$ cat src/rtl/tt_spine_ctrl_if.sv
// Vertical spine bus between the spine controller (master) and the row muxes (slave).
interface tt_spine_ctrl_if #(
    parameter int S_IW = 31,
    parameter int S_OW = 26
);
    logic [S_IW-1:0] spine_iw;
    logic [S_OW-1:0] spine_ow;

    modport master (output spine_iw, input spine_ow);
    modport slave  (input spine_iw, output spine_ow);
endinterface

$ cat src/rtl/tt_spine_ctrl.sv
// Spine-side controller: serial design select, glitch-free disable/select/settle/reset/run sequencing.
// Optional macro TT_SPINE_CTRL_SYNC_EN: two-flop synchronisers on the ctrl pads (single flop otherwise).
module tt_spine_ctrl #(
    parameter int N_IO          = 8,
    parameter int N_O           = 8,
    parameter int N_I           = 10,
    parameter int SETTLE_CYCLES = 4,
    parameter int RST_CYCLES    = 8,
    parameter int S_OW          = N_O + 2*N_IO + 2,
    parameter int S_IW          = N_I + N_IO + 13
) (
    input  logic                    clk,
    input  logic                    rst_n,
    input  logic                    ctrl_sel_rst_n,
    input  logic                    ctrl_sel_inc,
    input  logic                    ctrl_ena,
    input  logic [N_I+N_IO-1:0]     pad_usr_in,
    output logic [N_O+2*N_IO-1:0]   pad_usr_out,
    tt_spine_ctrl_if.master         spine,
    output logic [9:0]              cur_sel,
    output logic                    running
);
    localparam logic [1:0] ST_OFF    = 2'd0;
    localparam logic [1:0] ST_SETTLE = 2'd1;
    localparam logic [1:0] ST_RESET  = 2'd2;
    localparam logic [1:0] ST_RUN    = 2'd3;

    localparam logic [7:0] SETTLE_LAST = 8'(SETTLE_CYCLES - 1);
    localparam logic [7:0] RST_LAST    = 8'(RST_CYCLES - 1);

    logic [2:0]              pads_s;
    logic                    sel_rst_n_s, inc_s, ena_s, inc_s_d;
    logic [9:0]              sel_cnt, sel_q;
    logic [1:0]              state;
    logic [7:0]              cyc_cnt;
    logic                    spine_ena;
    logic [N_I+N_IO-1:0]     usr_drv;

`ifdef TT_SPINE_CTRL_SYNC_EN
    logic [2:0] pads_m;
    always_ff @(posedge clk or negedge rst_n) begin
        if (!rst_n) begin
            pads_m <= '0;
            pads_s <= '0;
        end else begin
            pads_m <= {ctrl_sel_rst_n, ctrl_sel_inc, ctrl_ena};
            pads_s <= pads_m;
        end
    end
`else
    always_ff @(posedge clk or negedge rst_n) begin
        if (!rst_n) pads_s <= '0;
        else        pads_s <= {ctrl_sel_rst_n, ctrl_sel_inc, ctrl_ena};
    end
`endif

    assign sel_rst_n_s = pads_s[2];
    assign inc_s       = pads_s[1];
    assign ena_s       = pads_s[0];

    // Counter clear dominates a coincident increment edge.
    always_ff @(posedge clk or negedge rst_n) begin
        if (!rst_n) begin
            inc_s_d <= 1'b0;
            sel_cnt <= '0;
        end else begin
            inc_s_d <= inc_s;
            if (!sel_rst_n_s)
                sel_cnt <= '0;
            else if (inc_s && !inc_s_d)
                sel_cnt <= sel_cnt + 10'd1;
        end
    end

    always_ff @(posedge clk or negedge rst_n) begin
        if (!rst_n) begin
            state   <= ST_OFF;
            cyc_cnt <= '0;
            sel_q   <= '0;
        end else begin
            case (state)
                ST_OFF: begin
                    if (ena_s && sel_rst_n_s) begin
                        state   <= ST_SETTLE;
                        sel_q   <= sel_cnt;
                        cyc_cnt <= '0;
                    end
                end
                ST_SETTLE: begin
                    if (!ena_s) begin
                        state <= ST_OFF;
                    end else if (cyc_cnt == SETTLE_LAST) begin
                        state   <= ST_RESET;
                        cyc_cnt <= '0;
                    end else begin
                        cyc_cnt <= cyc_cnt + 8'd1;
                    end
                end
                ST_RESET, ST_RUN: begin
                    // Any change of address request tears the design down before sel may move.
                    if (!ena_s || !sel_rst_n_s || (sel_cnt != sel_q)) begin
                        state <= ST_OFF;
                    end else if (state == ST_RESET) begin
                        if (cyc_cnt == RST_LAST)
                            state <= ST_RUN;
                        else
                            cyc_cnt <= cyc_cnt + 8'd1;
                    end
                end
                default: state <= ST_OFF;
            endcase
        end
    end

    assign spine_ena = (state == ST_RESET) || (state == ST_RUN);

    always_comb begin
        usr_drv = '0;
        case (state)
            ST_RESET: begin
                usr_drv    = pad_usr_in;
                usr_drv[1] = 1'b0;
            end
            ST_RUN:  usr_drv = pad_usr_in;
            default: usr_drv = '0;
        endcase
    end

    assign spine.spine_iw = {1'b0, usr_drv, sel_q, spine_ena, 1'b0};
    assign pad_usr_out    = spine_ena ? spine.spine_ow[S_OW-2:1] : '0;
    assign cur_sel        = sel_q;
    assign running        = (state == ST_RUN);

    // Returned guard bits carry no information for the controller.
    logic unused_guards;
    assign unused_guards = spine.spine_ow[S_OW-1] ^ spine.spine_ow[0];
endmodule

$ cat src/flat_wrapper.sv
// flat-port wrapper written by rule: the top's interface ports become plain ports
module tt_spine_ctrl_flat 
#(
    parameter int N_IO          = 8,
    parameter int N_O           = 8,
    parameter int N_I           = 10,
    parameter int SETTLE_CYCLES = 4,
    parameter int RST_CYCLES    = 8,
    parameter int S_OW          = N_O + 2*N_IO + 2,
    parameter int S_IW          = N_I + N_IO + 13
)
  (clk, rst_n, ctrl_sel_rst_n, ctrl_sel_inc, ctrl_ena, pad_usr_in, pad_usr_out, cur_sel, running, spine_spine_iw, spine_spine_ow);
  tt_spine_ctrl_if #(.S_IW(S_IW), .S_OW(S_OW)) spine_i ();
  input  logic clk;
  input  logic rst_n;
  input  logic ctrl_sel_rst_n;
  input  logic ctrl_sel_inc;
  input  logic ctrl_ena;
  input  logic [N_I+N_IO-1:0] pad_usr_in;
  output logic [N_O+2*N_IO-1:0] pad_usr_out;
  output logic [9:0] cur_sel;
  output logic running;
  output wire logic [$bits(spine_i.spine_iw)-1:0] spine_spine_iw;
  input wire logic [$bits(spine_i.spine_ow)-1:0] spine_spine_ow;
  assign spine_spine_iw = spine_i.spine_iw;
  assign spine_i.spine_ow = spine_spine_ow;
  tt_spine_ctrl #(.N_IO(N_IO), .N_O(N_O), .N_I(N_I), .SETTLE_CYCLES(SETTLE_CYCLES), .RST_CYCLES(RST_CYCLES), .S_OW(S_OW), .S_IW(S_IW)) u_core (.clk(clk), .rst_n(rst_n), .ctrl_sel_rst_n(ctrl_sel_rst_n), .ctrl_sel_inc(ctrl_sel_inc), .ctrl_ena(ctrl_ena), .pad_usr_in(pad_usr_in), .pad_usr_out(pad_usr_out), .spine(spine_i), .cur_sel(cur_sel), .running(running));
endmodule
$ cat config.mk
export PLATFORM = sky130hd
export DESIGN_NAME = tt_spine_ctrl_flat
export DESIGN_NICKNAME = d
export VERILOG_FILES = /design/src/rtl/tt_spine_ctrl_if.sv /design/src/rtl/tt_spine_ctrl.sv /design/src/flat_wrapper.sv
export SDC_FILE = /design/constraint.sdc
export NUM_CORES = 1
export LEC_CHECK = 0
export BUFFER_PORTS_ARGS = -buffer_cell sky130_fd_sc_hd__buf_2
export CORE_MARGIN = 2
export CORE_UTILIZATION = 49
export DETAILED_ROUTE_END_ITERATION = 7
export GPL_TIMING_DRIVEN = 0
export HOLD_SLACK_MARGIN = 0.03
export PLACE_DENSITY = 0.86
export SLEW_MARGIN = 25
export SYNTH_ARGS = -nofsm -noshare
export SYNTH_HDL_FRONTEND = slang
export SYNTH_SLANG_ARGS = --single-unit
$ cat constraint.sdc
create_clock -name clk -period 3.2 [get_ports clk]
set_clock_uncertainty 0.05 [all_clocks]
set_input_delay 0.64 -clock clk [delete_from_list [all_inputs] [get_ports clk]]
set_output_delay 0.64 -clock clk [all_outputs]
set_load 0.05 [all_outputs]
==> run metrics, run 1 <==
grt ovf=0; Worst EP required=2510 ps; Final Slew Violations=0; Slew headroom=50.71%; Root Buffer=clkbuf_8; Worst setup EP type=primary output; DP Cell Count=394; drt wl/cell=13.86 um; Sw Pwr=290.4 uW; Fill cells=362; commonest non-fill, non-tap cell in the layout=buf_2; peak fanout along the critical path=10; commonest non-fill, non-tap cells in the layout=buf_2 (112), and2_1 (51), dfrtp_1 (34), mux2_2 (14); Fmax=0.4039 GHz; clock power share=33.5%; Die Footprint=5114 um2; Post-CTS Setup Inserts=0; I/O Buffers=110; H-tree depth=2; pwr dens=333.6 nW/um2; Initial Util=50.94%; worst skew pair latency=290 ps; # rows=24; Num CTS Buffers=5; Critical path origin=u_core.state[1]; Net Sw Frac=29.50%; FFs w/ async S/R, synth=100.0%; P_int=693.9 uW; Peak supply drop=0.3148 mV; Antenna Nets Post-Route=0; max_cap viols=0; Die Wd=71.51 um; # hold bufs at CTS=0; non-filler cells, final=403; Ys Warns=0; initial antenna violation count=1; Seq pwr share=47.7%; Post-synth EDFFs=0; core area=4384 um2; DR pass1 iterations=4; largest net degree at the start of global routing=35; Tcrit/Tclk final=77.38%; drt initial violations=61; hold_sp=u_core.pads_s[1]; dominant synthesized flop cell=dfrtp_1; startpoint types=flop; IO Pins=115; crit path time final=2476 ps; fin nets=400; hold crit path type=flop to flop; register area share after synthesis=38.10%; post-CTS sizing=0; vias per cell=5.164; GPL Wtd Cong=0.8437; Max Root-Sink Buffers=2; share of cells above drive strength 1=44.86%; Reg clk slew, reported paths=70 ps; synthesized area=2233 um2; detailed placer's ending HPWL=4491 um; Setup-failing EPs final=0; Seq cells post-synth=34; endpoints failing hold=0; via count=2081; WP data arrival=1790 ps; Num Clock Sinks=34; Mapped Avg Cell Area=9.668 um2; RSZ-0062 raised after global routing=false; status=complete, no violations; TritonCTS clock tree=built; number of global-route vias before repair=2025; first-pass GRT wire length=9094 um; total track usage=22.82%; setup total negative slack=0 ps; post-synth cell types=43; Mapped Cells=231; crit path kind=flop to primary output; Die Y=71.51 um; reg2reg start=u_core.cyc_cnt[0]; Area Overhead vs Synth=32.10%; DR DRC count=0; Slew @ Worst Pin=739.3 ps; combinational share of power=18.8%; Leak=0.001694 uW; Routed Wire Length=5585 um
-- logic make-up (layout without fill, tap and decap cells) --
| family | Yosys count | after routing | share of synthesized area, % |
|---|---|---|---|
| adders and majority gates | 2 | 2 | 1.120 |
| buffers and inverters | 29 | 147 | 7.507 |
| other | 1 | 3 | 0.1679 |
| muxes | 16 | 16 | 7.955 |
| and+or+nand+nor | 112 | 112 | 31.49 |
| AOI/OAI and AO/OA | 18 | 18 | 5.883 |
| DFF | 34 | 34 | 38.10 |
| xor gates and xnor gates | 19 | 19 | 7.787 |
-- sequential cells by signal, summed over array words and instances (netlist names) --
signal          cells
u_core.cur_sel     10
u_core.cyc_cnt      8
u_core.inc_s_d      1
u_core.pads_s       3
u_core.sel_cnt     10
u_core.state        2
-- power by group through the flow --
stage / Clock [uW] / Combinational, uW / Sequential, uW
CTS: 335 / 186 / 469
global placement: 0 / 179 / 475
global route: 355 / 203 / 473
finish: 330 / 185 / 469
floorplan: 0 / 114 / 482
detailed placement: 0 / 186 / 477
-- synthesized netlist by cell type, types with 2 or more instances --
library cell / instances / area [um2]
and2_1: 51 / 319.1
xor2_1: 13 / 113.9
o311ai_0: 2 / 17.52
nand2_1: 10 / 37.54
and3_1: 6 / 37.54
a2111oi_0: 2 / 17.52
inv_1: 3 / 11.26
mux2_2: 14 / 157.7
nor2_1: 9 / 33.78
nor2b_1: 6 / 37.54
a31oi_1: 2 / 12.51
and4_1: 2 / 17.52
nand4_1: 3 / 18.77
buf_4: 13 / 97.59
or3_1: 5 / 31.28
nor4_4: 2 / 42.54
ha_1: 2 / 25.02
nand2b_1: 2 / 12.51
o21a_1: 2 / 15.01
clkbuf_1: 9 / 33.78
mux2i_1: 2 / 20.02
dfrtp_1: 34 / 850.8
nand3_1: 9 / 45.04
buf_2: 2 / 10.01
xnor2_1: 5 / 43.79
o21ai_0: 4 / 20.02
-- critical path, stage by stage (launching register included) --
cell and delay, ps:
dfrtp_1 410, clkbuf_1 340, clkbuf_1 280, and2_1 200, buf_2 270
-- final timing paths --
kind / end / slack [ps] / depth (start not counted)
setup / recovery: spine_spine_iw[22] / 720 / 4
hold / removal: u_core.inc_s_d / 320 / 0
setup reg to reg: u_core.cyc_cnt[6] / 1060 / 6
hold reg to reg: u_core.inc_s_d / 320 / 0
max in group asynchronous: u_core.cyc_cnt[3] / 2270 / 1
min in group asynchronous: u_core.sel_cnt[0] / 360 / 1
-- stage by stage --
step	cell area (um2)	utilization [%]	power (uW)	setup WS (ps)	hold slack [ps]
floorplan	2237	-	596.3	1104	294.4
global placement	2853	65.07	654.4	1065	302.8
detailed placement	2853	65.07	662.4	1018	311.3
CTS	2948	67.24	990.2	701.3	327.0
global route	2950	67.29	1030	561.8	338.6
finish	2950	67.29	984.4	724.0	320.7
-- per-layer routing --
metal | global-route usage, % | vias to the layer above | wire length (um)
li1 | - | 1005 | -
met1 | 24.59 | 965 | 2149
met2 | 40.43 | 96 | 2760
met3 | 6.892 | 15 | 446
met4 | 11.32 | 0 | 229
met5 | 0 | - | 0
-- final cells by class --
cell class | instances | area [um2] | share of cell area (%)
diodes | 1 | 2.502 | 0.08482
inverters | 3 | 11.26 | 0.3817
well taps | 52 | 65.06 | 2.205
clock inverters | 2 | 12.51 | 0.4241
multi-input cells | 169 | 1219 | 41.31
repair buffers | 110 | 550.5 | 18.66
plain buffers | 26 | 156.4 | 5.301
flip-flops and latches | 34 | 850.8 | 28.84
clock buffers | 6 | 82.58 | 2.799
(Power assumes the default switching activity.)
==> inputs of run 2 (changes only) <==
Settings changed: CORE_UTILIZATION 49 to 46, PLACE_DENSITY 0.86 to 0.81.
Clock period 3.2 ns to 2.6 ns, I/O delays scaled along.
==> run 2 against run 1 <==
  * Utilization is 4.4 points lower
  * Non-clock buffer count stayed put
  * Die area is 6.2% higher
  * Combinational power is 21% higher
  * Via count is 2.2% lower
  * Sequential cell count stayed put
  * Global-route usage is 1.9 points lower
  * Critical path depth stayed put
  * Register-to-register slack worse by 560 ps
  * Critical path type unchanged
  * Largest cell class unchanged
==> run metrics, run 2 (synthesis gave the netlist of run 1 again) <==
Peak supply drop=0.3789 mV (was 0.3148 mV); Critical path origin=u_core.state[1] (unchanged); startpoint types=flop (unchanged); endpoints failing hold=0 (unchanged); max_cap viols=0 (unchanged); Net Sw Frac=29.03% (was 29.50%); peak fanout along the critical path=10 (unchanged); detailed placer's ending HPWL=4278 um (was 4491 um); worst skew pair latency=290 ps (about the same); crit path time final=2316 ps; fin nets=400 (unchanged); Slew @ Worst Pin=742.8 ps (was 739.3 ps); Worst setup EP type=primary output (unchanged); R2R cell count=7 (was 6); combinational share of power=18.6% (was 18.8%); Die Y=73.68 um (was 71.51 um); reg2reg end=u_core.cyc_cnt[4] (was u_core.cyc_cnt[6]); commonest non-fill, non-tap cell in the layout=buf_2 (unchanged); setup total negative slack=0 ps (unchanged); Die Wd=73.68 um (was 71.51 um); DR pass1 iterations=4 (unchanged); GPL Wtd Cong=0.8351 (was 0.8437); H-tree depth=2 (unchanged); I/O Buffers=110 (unchanged); RSZ-0062 raised after global routing=false (unchanged); Seq pwr share=47.9% (was 47.7%); WL met3=421 um (was 446 um); commonest non-fill, non-tap cells in the layout=buf_2 (112), and2_1 (51), dfrtp_1 (34), mux2_2 (14) (unchanged); fin worst setup slack=284.3 ps (was 724.0 ps); TritonCTS clock tree=built (unchanged); drt wl/cell=13.47 um (was 13.86 um); status=complete, no violations (unchanged); Max Root-Sink Buffers=2 (unchanged); DR DRC count=0 (unchanged); reg-to-reg setup timing slack=500 ps (was 1060 ps); Fmax=0.4318 GHz; # rows=25 (was 24); Post-CTS Setup Inserts=0 (unchanged); setup slack at placement=520.7 ps (was 1018 ps); area of the multi-input gates=1219 um2 (unchanged); WP data arrival=1750 ps (was 1790 ps); largest net degree at the start of global routing=35 (unchanged); Leak=0.001695 uW (was 0.001694 uW); top routing layer used=met4 (unchanged); crit-path max cell delay=410 ps (about the same); Fill cells=378 (was 362); number of global-route vias before repair=1842 (was 2025); Power, Total=1204 uW (was 984.4 uW); Worst EP required=2030 ps (was 2510 ps); reg2reg start=u_core.cyc_cnt[0] (unchanged); Reg clk slew, reported paths=70 ps (about the same); Root Buffer=clkbuf_8 (unchanged); clock power share=33.4% (was 33.5%); Worst path most repeated cell=clkbuf_1 (unchanged); first-pass GRT wire length=8625 um (was 9094 um); routed wl met2=2824 um (was 2760 um); CP Cell Sequence=clkbuf_1 -> clkbuf_1 -> and2_1 -> buf_2 (unchanged); slowest CP cell=dfrtp_1 (unchanged); wire length on met1=2125 um (was 2149 um); post-CTS sizing=0 (unchanged); Setup-failing EPs final=0 (unchanged); FF/Latch Area=850.8 um2 (unchanged); vias per cell=5.025 (was 5.164); total track usage=20.95% (was 22.82%); initial antenna violation count=1 (unchanged); share of cells above drive strength 1=44.57% (was 44.86%); via count=2035 (was 2081); Worst setup endpoint=spine_spine_iw[20] (was spine_spine_iw[22]); crit path kind=flop to primary output (unchanged); IO Pins=115 (unchanged); pwr dens=408.2 nW/um2 (was 333.6 nW/um2); Slew headroom=50.48% (was 50.71%); post-layout util=62.85% (was 67.29%); Antenna Nets Post-Route=0 (unchanged); # hold bufs at CTS=0 (unchanged); P_int=854.3 uW (was 693.9 uW); Tcrit/Tclk final=89.06%; Sw Pwr=349.5 uW (was 290.4 uW); grt ovf=0 (unchanged); Final Slew Violations=0 (unchanged); Initial Util=47.60% (was 50.94%); Num Clock Sinks=34 (unchanged); Num CTS Buffers=5 (unchanged); Area Overhead vs Synth=32.04% (was 32.10%); Routed Wire Length=5456 um (was 5585 um); hold crit path type=primary input to asynchronous set/reset pin (was flop to flop); core area=4692 um2 (was 4384 um2); Die Footprint=5429 um2 (was 5114 um2); drt initial violations=98 (was 61)
run 2: changes by cell type in the layout (fill, tap and decap cells not counted):
| cell | delta |
|---|---|
| clkinvlp_4 | -1 |
| clkbuf_1 | +1 |
run 2: stage by stage:
stage / hold slack [ps] / std cells / instance area [um2]
floorplan: 174.4 / 232 / 2237
global placement: 302.6 / 396 / 2855
detailed placement: 302.9 / 396 / 2855
CTS: 263.8 / 404 / 2947
global route: 273.7 / 405 / 2949
finish: 233.7 / 405 / 2949
run 2: layout make-up:
class / count / share of cell area [%]
multi-input cells: 169 / 41.32
flip-flops and latches: 34 / 28.85
repair buffers: 110 / 18.67
plain buffers: 26 / 5.303
clock buffers: 7 / 2.927
well taps: 54 / 2.291
inverters: 3 / 0.3818
clock inverters: 1 / 0.1697
diodes: 1 / 0.08485
run 2: worst min-delay path by stage:
| stage | slack, ps | depth (start not counted) | start | endpoint |
|---|---|---|---|---|
| final | 230 | 1 | rst_n | u_core.cur_sel[6] |
| after global routing | 270 | 1 | ctrl_sel_rst_n | u_core.pads_s[2] |
| after CTS | 260 | 1 | rst_n | u_core.cur_sel[4] |
| after detailed placement | 300 | 0 | u_core.pads_s[1] | u_core.inc_s_d |
| after global placement | 300 | 0 | u_core.pads_s[1] | u_core.inc_s_d |
| after floorplan | 170 | 0 | rst_n | u_core.cur_sel[0] |
run 2: power by group through the flow:
stage               clock [uW]  combinational, uW  sequential, uW
finish                     402                224             577
global route               439                247             580
CTS                        414                226             577
detailed placement           0                225             587
global placement             0                221             585
floorplan                    0                141             593
run 2: per-layer routing:
layer | up-vias | track usage, %
li1 | 1004 | -
met1 | 936 | 23.87
met2 | 87 | 38.00
met3 | 8 | 5.075
met4 | 0 | 7.071
met5 | - | 0
run 2: critical path, delay by kind of cell (launching register included):
kind | cells | cell delay [ps]
flip-flops | 1 | 410
buffers and inverters | 3 | 880
AND/OR/NAND/NOR | 1 | 170
==> inputs of run 3 (changes only) <==
Settings changed: ABC_AREA set to 1, CORE_ASPECT_RATIO set to 1.5, PLACE_DENSITY 0.81 to 0.8.
==> run 3 against run 2 <==
  * Area after synthesis increased by 4.2%
  * Global-route usage decreased by 0.19 points
  * Design area increased by 3.4%
  * Sequential power increased by 11%
  * Clock-buffer cell count decreased by 1
  * Hold slack improved by 14 ps
  * Sequential cell count unchanged
  * Highest routed layer unchanged
  * Via count increased by 20%
  * Critical path type unchanged
  * Critical endpoint is now pad_usr_out[1]
  * Combinational power increased to 6.1 times the previous value
  * Register-to-register slack improved by 470 ps
  * Largest power group is now combinational logic
  * Utilization increased by 0.063 points
  * First-iteration DRC count decreased by 48%
==> run metrics, run 3 <==
Reg clk slew, reported paths=70 ps (about the same); CP Cell Sequence=buf_4 -> clkbuf_1 -> nand2_1 -> inv_1 -> buf_2 (was clkbuf_1 -> clkbuf_1 -> and2_1 -> buf_2); Post-synth EDFFs=0 (unchanged); vias per cell=4.507 (was 5.025); Synth top area share=36.56% (was 38.10%); Ys Warns=0 (unchanged); fin worst setup slack=384.2 ps (was 284.3 ps); I/O Buffers=110 (unchanged); Leak=0.002063 uW (was 0.001695 uW); Setup-failing EPs final=0 (unchanged); pwr dens=782.4 nW/um2 (was 408.2 nW/um2); crit-path max cell delay=410 ps (about the same); hold crit path type=primary input to asynchronous set/reset pin (unchanged); antenna cells=0 (was 1); Mapped Avg Cell Area=6.483 um2 (was 9.668 um2); endpoints failing hold=0 (unchanged); Die Wd=62.08 um (was 73.68 um); Post-CTS Setup Inserts=0 (unchanged); Routed Wire Length=5663 um (was 5456 um); Initial Util=48.00% (was 47.60%); Net Sw Frac=54.04% (was 29.03%); first-pass GRT wire length=9114 um (was 8625 um); crit path time final=2216 ps (was 2316 ps); Mapped Cells=359 (was 231); total track usage=20.77% (was 20.95%); GPL Wtd Cong=0.8539 (was 0.8351); Slew @ Worst Pin=752.8 ps (was 742.8 ps); number of global-route vias before repair=2279 (was 1842); drt wl/cell=10.41 um (was 13.47 um); Seq pwr share=26.8% (was 47.9%); Tcrit/Tclk final=85.22% (was 89.06%); FFs w/ async S/R, synth=100.0% (unchanged); post-layout util=62.92% (was 62.85%); peak fanout along the critical path=10 (unchanged); RSZ-0062 raised after global routing=false (unchanged); Peak supply drop=0.3642 mV (was 0.3789 mV); synthesized area=2327 um2 (was 2233 um2); TritonCTS clock tree=built (unchanged); Die Footprint=5656 um2 (was 5429 um2); IO Pins=115 (unchanged); register area share after synthesis=36.56% (was 38.10%); post-synth cell types=27 (was 43); startpoint types=flop (unchanged); cell taking the most area after synthesis=dfrtp_1 (unchanged); critical path buffer and inverter count=4 (was 3); grt ovf=0 (unchanged); Final Slew Violations=0 (unchanged); Area Overhead vs Synth=31.08% (was 32.04%); crit path kind=flop to primary output (unchanged); # hold bufs at CTS=0 (unchanged); largest family of logic cells by synthesized area=simple AND/OR/NAND/NOR gates (unchanged); setup slack at placement=682.3 ps (was 520.7 ps); top-count cell post-synth=nand2_1 (was and2_1); Crit path max-delay family=buffers and inverters (unchanged); setup total negative slack=0 ps (unchanged); Worst EP required=2030 ps (about the same); # rows=31 (was 25); initial antenna violation count=0 (was 1); Seq cells post-synth=34 (unchanged); combinational share of power=57.1% (was 18.6%); WP data arrival=1650 ps (was 1750 ps); via count=2452 (was 2035); fin nets=528 (was 400); Fmax=0.4513 GHz (was 0.4318 GHz); clock power share=16.1% (was 33.4%); drt initial violations=51 (was 98); max_cap viols=0 (unchanged); commonest non-fill, non-tap cells in the layout=nand2_1 (116), buf_2 (110), inv_1 (68), nor2_1 (36), dfrtp_1 (34) (was buf_2 (112), and2_1 (51), dfrtp_1 (34), mux2_2 (14)); Synth top cells by count=nand2_1 (116), inv_1 (68), nor2_1 (36) (was and2_1 (51), dfrtp_1 (34), mux2_2 (14)); core area=4848 um2 (was 4692 um2); Root Buffer=clkbuf_8 (unchanged); share of cells above drive strength 1=31.38% (was 44.57%); post-CTS sizing=0 (unchanged); Die Y=91.12 um (was 73.68 um); DR DRC count=0 (unchanged); synthesized-area fraction occupied by and/or/nand/nor cells=34.84% (was 31.48%); Worst setup EP type=primary output (unchanged); status=complete, no violations (unchanged); Slew headroom=49.81% (was 50.48%); largest net degree at the start of global routing=35 (unchanged); worst skew pair latency=290 ps (about the same); Area contributors post-synth=dfrtp_1 (37%), nand2_1 (19%), inv_1 (11%), nor2_1 (5.8%), buf_4 (4.5%) (was dfrtp_1 (38%), and2_1 (14%), mux2_2 (7.1%), xor2_1 (5.1%), buf_4 (4.4%)); H-tree depth=2 (unchanged); reg-to-reg setup timing slack=970 ps (was 500 ps); Num CTS Buffers=5 (unchanged); slowest CP cell=dfrtp_1 (unchanged); multiplexer share of the synthesized area=0% (was 7.955%); commonest non-fill, non-tap cell in the layout=nand2_1 (was buf_2); xor/xnor share of the synthesized area=3.387% (was 7.787%); post-synthesis compound-gate area fraction=6.075% (was 5.882%); Num Clock Sinks=34 (unchanged); Antenna Nets Post-Route=0 (unchanged); detailed placer's ending HPWL=4497 um (was 4278 um); Adder-Cell Fraction of Synth Area=1.075% (was 1.120%); Max Root-Sink Buffers=2 (unchanged); P_int=1097 uW (was 854.3 uW); dominant synthesized flop cell=dfrtp_1 (unchanged); DR pass1 iterations=4 (unchanged); Sw Pwr=1290 uW (was 349.5 uW)
run 3: layer usage:
layer,vias to the layer above,share of wire (%),track usage [%]
li1,1281,-,-
met1,1093,39,21.23
met2,70,55,38.45
met3,8,5.0,3.846
met4,0,1.2,8.156
met5,-,0,0
run 3: power groups by stage:
stage / logic [uW] / registers [uW] / clock network (uW)
floorplan: 1020 / 683 / 0
global placement: 1350 / 647 / 0
detailed placement: 1370 / 649 / 0
CTS: 1370 / 639 / 389
global route: 1490 / 647 / 414
finish: 1360 / 640 / 384
run 3: final cells by class:
type	count	area, um2
Clock inverter	2	13.76
Fill cell	447	1798
Tap cell	66	82.58
Timing Repair Buffer	110	550.5
Multi-Input combinational cell	229	1064
Sequential cell	34	850.8
Clock buffer	6	72.57
Inverter	75	281.5
Buffer	22	135.1
run 3: logic make-up (layout without fill, tap and decap cells):
family,after synthesis,after routing
buffers and inverters,97,215
xor gates and xnor gates,9,9
and+or+nand+nor,189,189
DFF,34,34
AOI/OAI and AO/OA,27,27
adders and majority gates,2,2
other,1,2
run 3: stage by stage:
stage | total power [uW] | cells | area (um2) | hold WS [ps]
after CTS | 2401 | 544 | 3050 | 274.3
after floorplan | 1704 | 360 | 2331 | 174.4
after global routing | 2552 | 544 | 3050 | 271.2
after global placement | 1993 | 536 | 2964 | 315.1
after detailed placement | 2017 | 536 | 2964 | 321.6
final | 2387 | 544 | 3050 | 247.8
run 3: path summary, 6_finish.rpt:
kind / cells after the start / startpoint / to
max reg2reg: 8 / u_core.cyc_cnt[0] / u_core.cyc_cnt[5]
min in group clk: 1 / ctrl_sel_rst_n / u_core.pads_s[2]
min: 1 / rst_n / u_core.cyc_cnt[7]
max: 5 / u_core.state[1] / pad_usr_out[1]
min reg2reg: 0 / u_core.pads_s[1] / u_core.inc_s_d
max in group asynchronous: 1 / rst_n / u_core.cyc_cnt[4]
